==> src/rtl/microplexer_rr_arbiter.sv <==
// Round-robin arbiter driving the one-hot select of a 4:1 microplexer.
// Grants are held up to MAX_HOLD cycles; every owner change passes through an all-zero handoff cycle.
module microplexer_rr_arbiter #(
    parameter int MAX_HOLD = 8,
    parameter int CNT_W    = 8
) (
    input  logic       clk,
    input  logic       rst_n,
    input  logic [3:0] req,
    input  logic [3:0] inputs,
    output logic [3:0] sel4,
    output logic       grant_valid,
    output logic [1:0] grant_idx,
    output logic       data_out,
    output logic       timeout
);

    typedef enum logic [1:0] {
        IDLE    = 2'd0,
        GRANT   = 2'd1,
        HANDOFF = 2'd2
    } state_t;

    state_t           state;
    logic [CNT_W-1:0] cnt;
    logic [1:0]       ptr;
    logic             pick_valid;
    logic [1:0]       pick_idx;

    // Rotating priority search: scanning from ptr+3 down to ptr leaves the nearest requester as winner.
    always_comb begin
        pick_valid = 1'b0;
        pick_idx   = ptr;
        for (int k = 3; k >= 0; k--) begin
            pick_valid = pick_valid | req[ptr + 2'(k)];
            pick_idx   = req[ptr + 2'(k)] ? (ptr + 2'(k)) : pick_idx;
        end
    end

    // Arbiter state machine with registered select, owner, data and timeout outputs.
    always_ff @(posedge clk) begin
        if (!rst_n) begin
            state       <= IDLE;
            cnt         <= '0;
            ptr         <= 2'd0;
            sel4        <= 4'b0000;
            grant_valid <= 1'b0;
            grant_idx   <= 2'd0;
            data_out    <= 1'b0;
            timeout     <= 1'b0;
        end else begin
            timeout <= 1'b0;
            case (state)
                IDLE, HANDOFF: begin
                    if (pick_valid) begin
                        state       <= GRANT;
                        cnt         <= CNT_W'(1);
                        sel4        <= 4'b0001 << pick_idx;
                        grant_valid <= 1'b1;
                        grant_idx   <= pick_idx;
                    end else begin
                        state       <= IDLE;
                        cnt         <= '0;
                        sel4        <= 4'b0000;
                        grant_valid <= 1'b0;
                    end
                end
                GRANT: begin
                    data_out <= inputs[grant_idx];
                    // A release in the same cycle the limit is hit counts as voluntary.
                    if (!req[grant_idx] || (cnt == CNT_W'(MAX_HOLD))) begin
                        state       <= HANDOFF;
                        cnt         <= '0;
                        ptr         <= grant_idx + 2'd1;
                        sel4        <= 4'b0000;
                        grant_valid <= 1'b0;
                        timeout     <= req[grant_idx];
                    end else begin
                        cnt <= cnt + CNT_W'(1);
                    end
                end
                default: begin
                    state       <= IDLE;
                    cnt         <= '0;
                    sel4        <= 4'b0000;
                    grant_valid <= 1'b0;
                end
            endcase
        end
    end

endmodule

==> config.mk <==
export PLATFORM = sky130hd
export DESIGN_NAME = microplexer_rr_arbiter
export DESIGN_NICKNAME = d
export VERILOG_FILES = /design/src/rtl/microplexer_rr_arbiter.sv
export SDC_FILE = /design/constraint.sdc
export NUM_CORES = 1
export LEC_CHECK = 0
export ABC_CLOCK_PERIOD_IN_PS = 1900
export CORE_UTILIZATION = 50
export CTS_CLUSTER_DIAMETER = 200
export DETAILED_ROUTE_END_ITERATION = 12
export HOLD_SLACK_MARGIN = 0.1
export PLACE_DENSITY = 0.86
export SLEW_MARGIN = 20
export SYNTH_ARGS = -nofsm -noshare
export SYNTH_HDL_FRONTEND = slang
export SYNTH_SLANG_ARGS = --single-unit
export TNS_END_PERCENT = 20
==> constraint.sdc <==
create_clock -name clk -period 1.9 [get_ports clk]
set_clock_uncertainty 0.05 [all_clocks]
set_input_delay 0.38 -clock clk [delete_from_list [all_inputs] [get_ports clk]]
set_output_delay 0.38 -clock clk [all_outputs]
set_load 0.01 [all_outputs]
# After elaboration in Yosys (flattened, before gate mapping)
# Index checks and enable logic that the tools add are counted.
# totals
regBits	21
input_bits	10
out_inout_bits	9
word_cells	61
# op_classes
addsub	5
order_cmp	5
eq_ne	4
shifts	1
mux	28
n_bitwise	3
reduce_logical	7
# op_table
cell	n
$pmux 8 s2	1
$lt 2x3->1 const B	5
$bmux 1 s2	6
$mux 1	10
$mux 2	5
$add 8x1->8 const B	1
$eq 8x4->1 const B	1
$mux 4	2
$mux 8	1
$pmux 4 s2	1
$add 2x1->2 const B	2
$add 2x2->2 const B	2
$pmux 2 s2	1
$reduce_and 2->1	2
$shl 1x2->4 const A	1
$or 1x1->1	3
$reduce_and 3->1	1
$eq 2x1->1 const B	1
$eq 2x2->1 const B	1
$logic_not 2->1	1
$ne 2x2->1 const B	1
$pmux 1 s2	1
$reduce_or 2->1	1
$logic_not 1->1	1
$logic_or 1x1->1	1

# Depth between registers and ports, before layout
# depth
depth_word	10
ltp_mapped	7
mapped_depth_nobuf	6

# Worst setup path after synthesis
# Ideal clock, no wire load.
# synth_timing
path_kind	flip-flop to flip-flop
from	register cnt[5]
to	register sel4[3]
setup_ps	129
arrival_ps	1534
t_required_ps	1721
setup_slack_ps	187
stages_incl_launch_ff	6
n_path_buf	1
period_less_slack_ps	1713
cell_sequence	dfxtp_1 or4_1 o31ai_4 or3_4 buf_6 o32ai_1
# synth_via
elab_chain_cells	3
# synth_lines
element	line_no	rtl
start, declared	25	logic [CNT_W-1:0] cnt;
start signal, assigned	79	cnt <= cnt + CNT_W'(1);
$eq 8x4->1	71	if (!req[grant_idx] || (cnt == CNT_W'(MAX_HOLD))) begin
$logic_or 1x1->1	71	
$ne 2x2->1 (no source line)	n/a	
end signal, assigned	58	sel4 <= 4'b0001 << pick_idx;
end, declared	11	output logic [3:0] sel4,
# No other way between the ends.
# A chain may end at the register's enable or synchronous reset.

# Worst setup path in the final report
# layout_timing
from	register cnt[5]
to	register ptr[1]
# layout_via
elab_chain_cells	3
# layout_lines
element	line_no	rtl
$eq 8x4->1	71	
$logic_or 1x1->1	71	
$reduce_and 2->1 (no source line)	n/a	
end signal, assigned	74	ptr <= grant_idx + 2'd1;
end, declared	26	logic [1:0] ptr;
# No other way between the ends.

==> reports/qor.csv <==
metric,value,unit
ys_seq_area_share,39.0,%
end_kind,register,
max_slew_margin,73.1,%
final_max_slew_viol_count,0,
synth_top_cell_area_share,39.0,%
r2r_end,ptr[1]$_SDFFE_PN0P_,
crit_end,ptr[1]$_SDFFE_PN0P_,
rsz0062_at_grt,false,
clock_latency,290,ps
dpl_worst_slack,-164,ps
p_int,0.673,mW
antenna-diode-count,0,
grtUsageMet2,43.6,%
grt_use_met1,25.7,%
die_w,47.3,um
drive_above_1_share,14.0,%
synth_area_leaders,"dfxtp_1 39%, inv_1 3.7%, a21oi_1 3.4%, xnor2_1 3.4%, nor2_1 3.3%",
place_hpwl,1.78,mm
synthArstFlopShare,0,%
num_vias,937,
finalHoldViolations,0,
core,1940,um^2
synth_area,1030,um^2
drc_errors,0,
dr.pass1.iters,4,
arrival,1970,ps
htreeDepth,1,
grt_pass1_vias,880,
power_leakage,0.519,nW
synth-edff-count,0,
busiest_layer,met2,
slowest_delay,580,ps
fillCellCount,164,
clock_sinks,20,
synthesis.nets,125,
numPortBuffers,18,
grt_usage,23.7,%
setup_viol,0,
ys_warn_count,0,
grt_max_degree,13,
period_needed,1810,ps
final_area,1340,um^2
post_drt_via_cell_ratio,5.51,
postCtsSetupBuffers,0,
fin_util,68.8,%
fp.dieArea,2240,um^2
wirelength,2.25,mm
cts_tree,done,
maxCapViolations,0,
fmax,552,MHz
detail_route.wl_per_cell,13.2,um
ctsResizeCount,0,
synthCells,113,
synth-main-ff-cell,dfxtp_1,
crit_start,cnt[5]$_SDFF_PN0_,
cp_cell_sequence,or4_1 > o31ai_4 > buf_4 > a21oi_1 > a211oi_1,
ios,19,
start_kind,register,
pwr-share-clk,20.5,%
hold_buffers,0,
reg2reg_from,cnt[5]$_SDFF_PN0_,
p_comb_share,28.5,%
slowest_stage,or4_1,
grt.overflow.total,0,
period_share,95.3,%
synth_largest_area_cell,dfxtp_1,
power.density,712,nW/um^2
swShare,29.3,%
tightestPinTransition,400,ps
antenna_found_initial,0,
clock_path_buffers,2,
status,"complete, no violations",
die-height,47.3,um
cp.required,2060,ps
first_iter_violations,15,
path_max_fanout,5,
yosys_register_bits,20,
numCtsBuffers,3,
rows,16,
setup_ws,88.7,ps
pwr-share-seq,51.0,%
gp_congestion,0.901,
ir_drop,0.507,mV
critical_path_class,reg -> reg,
nNetsFinal,157,
synth_area_per_cell,9.08,um^2
synthToLayoutAreaGrowth,30.2,%
p_switching,0.279,mW
reg2regPathDepth,5,
initial_core_util,52.8,%
synth_cell_types,40,
dpl_cell_area,1310,um^2
cts_root_buf,clkbuf_4,
antenna_left,0,
hp-class,reg -> reg,
rrSetupSlack,90,ps
clk_pin_slew,110,ps
use_met3,8.08,%
grt_pass1_wl,3.64,mm
power groups by stage:
stage | logic [mW] | clock network [mW] | registers (mW)
final | 0.271 | 0.195 | 0.485
after global routing | 0.294 | 0.219 | 0.492
after CTS | 0.270 | 0.201 | 0.485
after detailed placement | 0.268 | 0 | 0.495
after global placement | 0.257 | 0 | 0.493
after floorplan | 0.141 | 0 | 0.494
layer usage:
layer / wire (um) / vias up
li1: - / 468
met1: 958 / 439
met2: 1160 / 26
met3: 102 / 4
met4: 25 / 0
met5: 0 / -
worst min path at each step:
stage                                from                     to  slack [ps]  depth (start not counted)
finish               sel4[3]$_SDFFE_PN0P_   sel4[3]$_SDFFE_PN0P_         410                          2
global route        data_out$_SDFFE_PN0P_  data_out$_SDFFE_PN0P_         440                          2
CTS                  sel4[3]$_SDFFE_PN0P_   sel4[3]$_SDFFE_PN0P_         410                          2
detailed placement   sel4[3]$_SDFFE_PN0P_   sel4[3]$_SDFFE_PN0P_         400                          2
global placement     sel4[2]$_SDFFE_PN0P_   sel4[2]$_SDFFE_PN0P_         390                          2
floorplan               cnt[7]$_SDFF_PN0_      cnt[7]$_SDFF_PN0_         420                          2
final cells by class:
type	count	area, um^2	area share [%]
multi-input combinational	79	564	42.2
inverter	10	37.5	2.81
clock buffer	3	22.5	1.69
tap	27	33.8	2.53
timing repair buffer	31	278	20.8
sequential	20	400	30.0
Yosys cell counts, types with 2 or more instances:
cell       n
clkbuf_1   2
ha_1       2
nand2b_1   2
nand2_1    8
and2_1     3
nor2b_1    4
o211a_1    2
inv_1     10
and3_1     2
nand3_1    3
nor2_1     9
o32ai_1    2
xor2_1     3
a21oi_1    7
o211ai_1   3
o21ai_0    4
dfxtp_1   20
nand4b_1   2
xnor2_1    4
registers in the layout (all words and copies together), names as in the netlist:
| name | flops |
|---|---|
| data_out | 1 |
| cnt | 8 |
| grant_idx | 2 |
| state | 2 |
| ptr | 2 |
| sel4 | 4 |
| timeout | 1 |
cell families after synthesis:
logic type,synth area share (%)
simple gates,22.0
compound gates,19.9
flops,39.0
buf+inv,5.98
xor+xnor,5.98
mux,4.76
fa+ha+maj,2.44
placed cells by master (no fill, tap or decap), drive strengths merged, types with 2 or more instances in the layout:
cell           count
dfxtp             20
clkdlybuf4s50     18
buf               13
inv               10
nor2               9
nand2              8
a21oi              7
nor2b              4
xnor2              4
o21ai              4
xor2               3
and2               3
o211ai             3
nand3              3
clkbuf             3
and3               2
nand2b             2
nand4b             2
o211a              2
o32ai              2
ha                 2
mux4               2
o22ai              2
through the flow:
step	instances	power, mW	hold WS (ps)	TNS [ps]
floorplan	113	0.635	422	0
global placement	167	0.750	395	-1040
detailed placement	167	0.763	396	-1540
CTS	170	0.957	410	0
global route	170	1.01	439	0
finish	170	0.952	412	0
critical path, delay by kind of cell, from the launching register on:
| kind | cells | cell delay, ps |
|---|---|---|
| AND/OR/NAND/NOR | 1 | 580 |
| AO/OA/AOI/OAI | 3 | 570 |
| flip-flops | 1 | 350 |
| buffers and inverters | 1 | 170 |
Note: power is estimated with default switching activity, not from simulation.
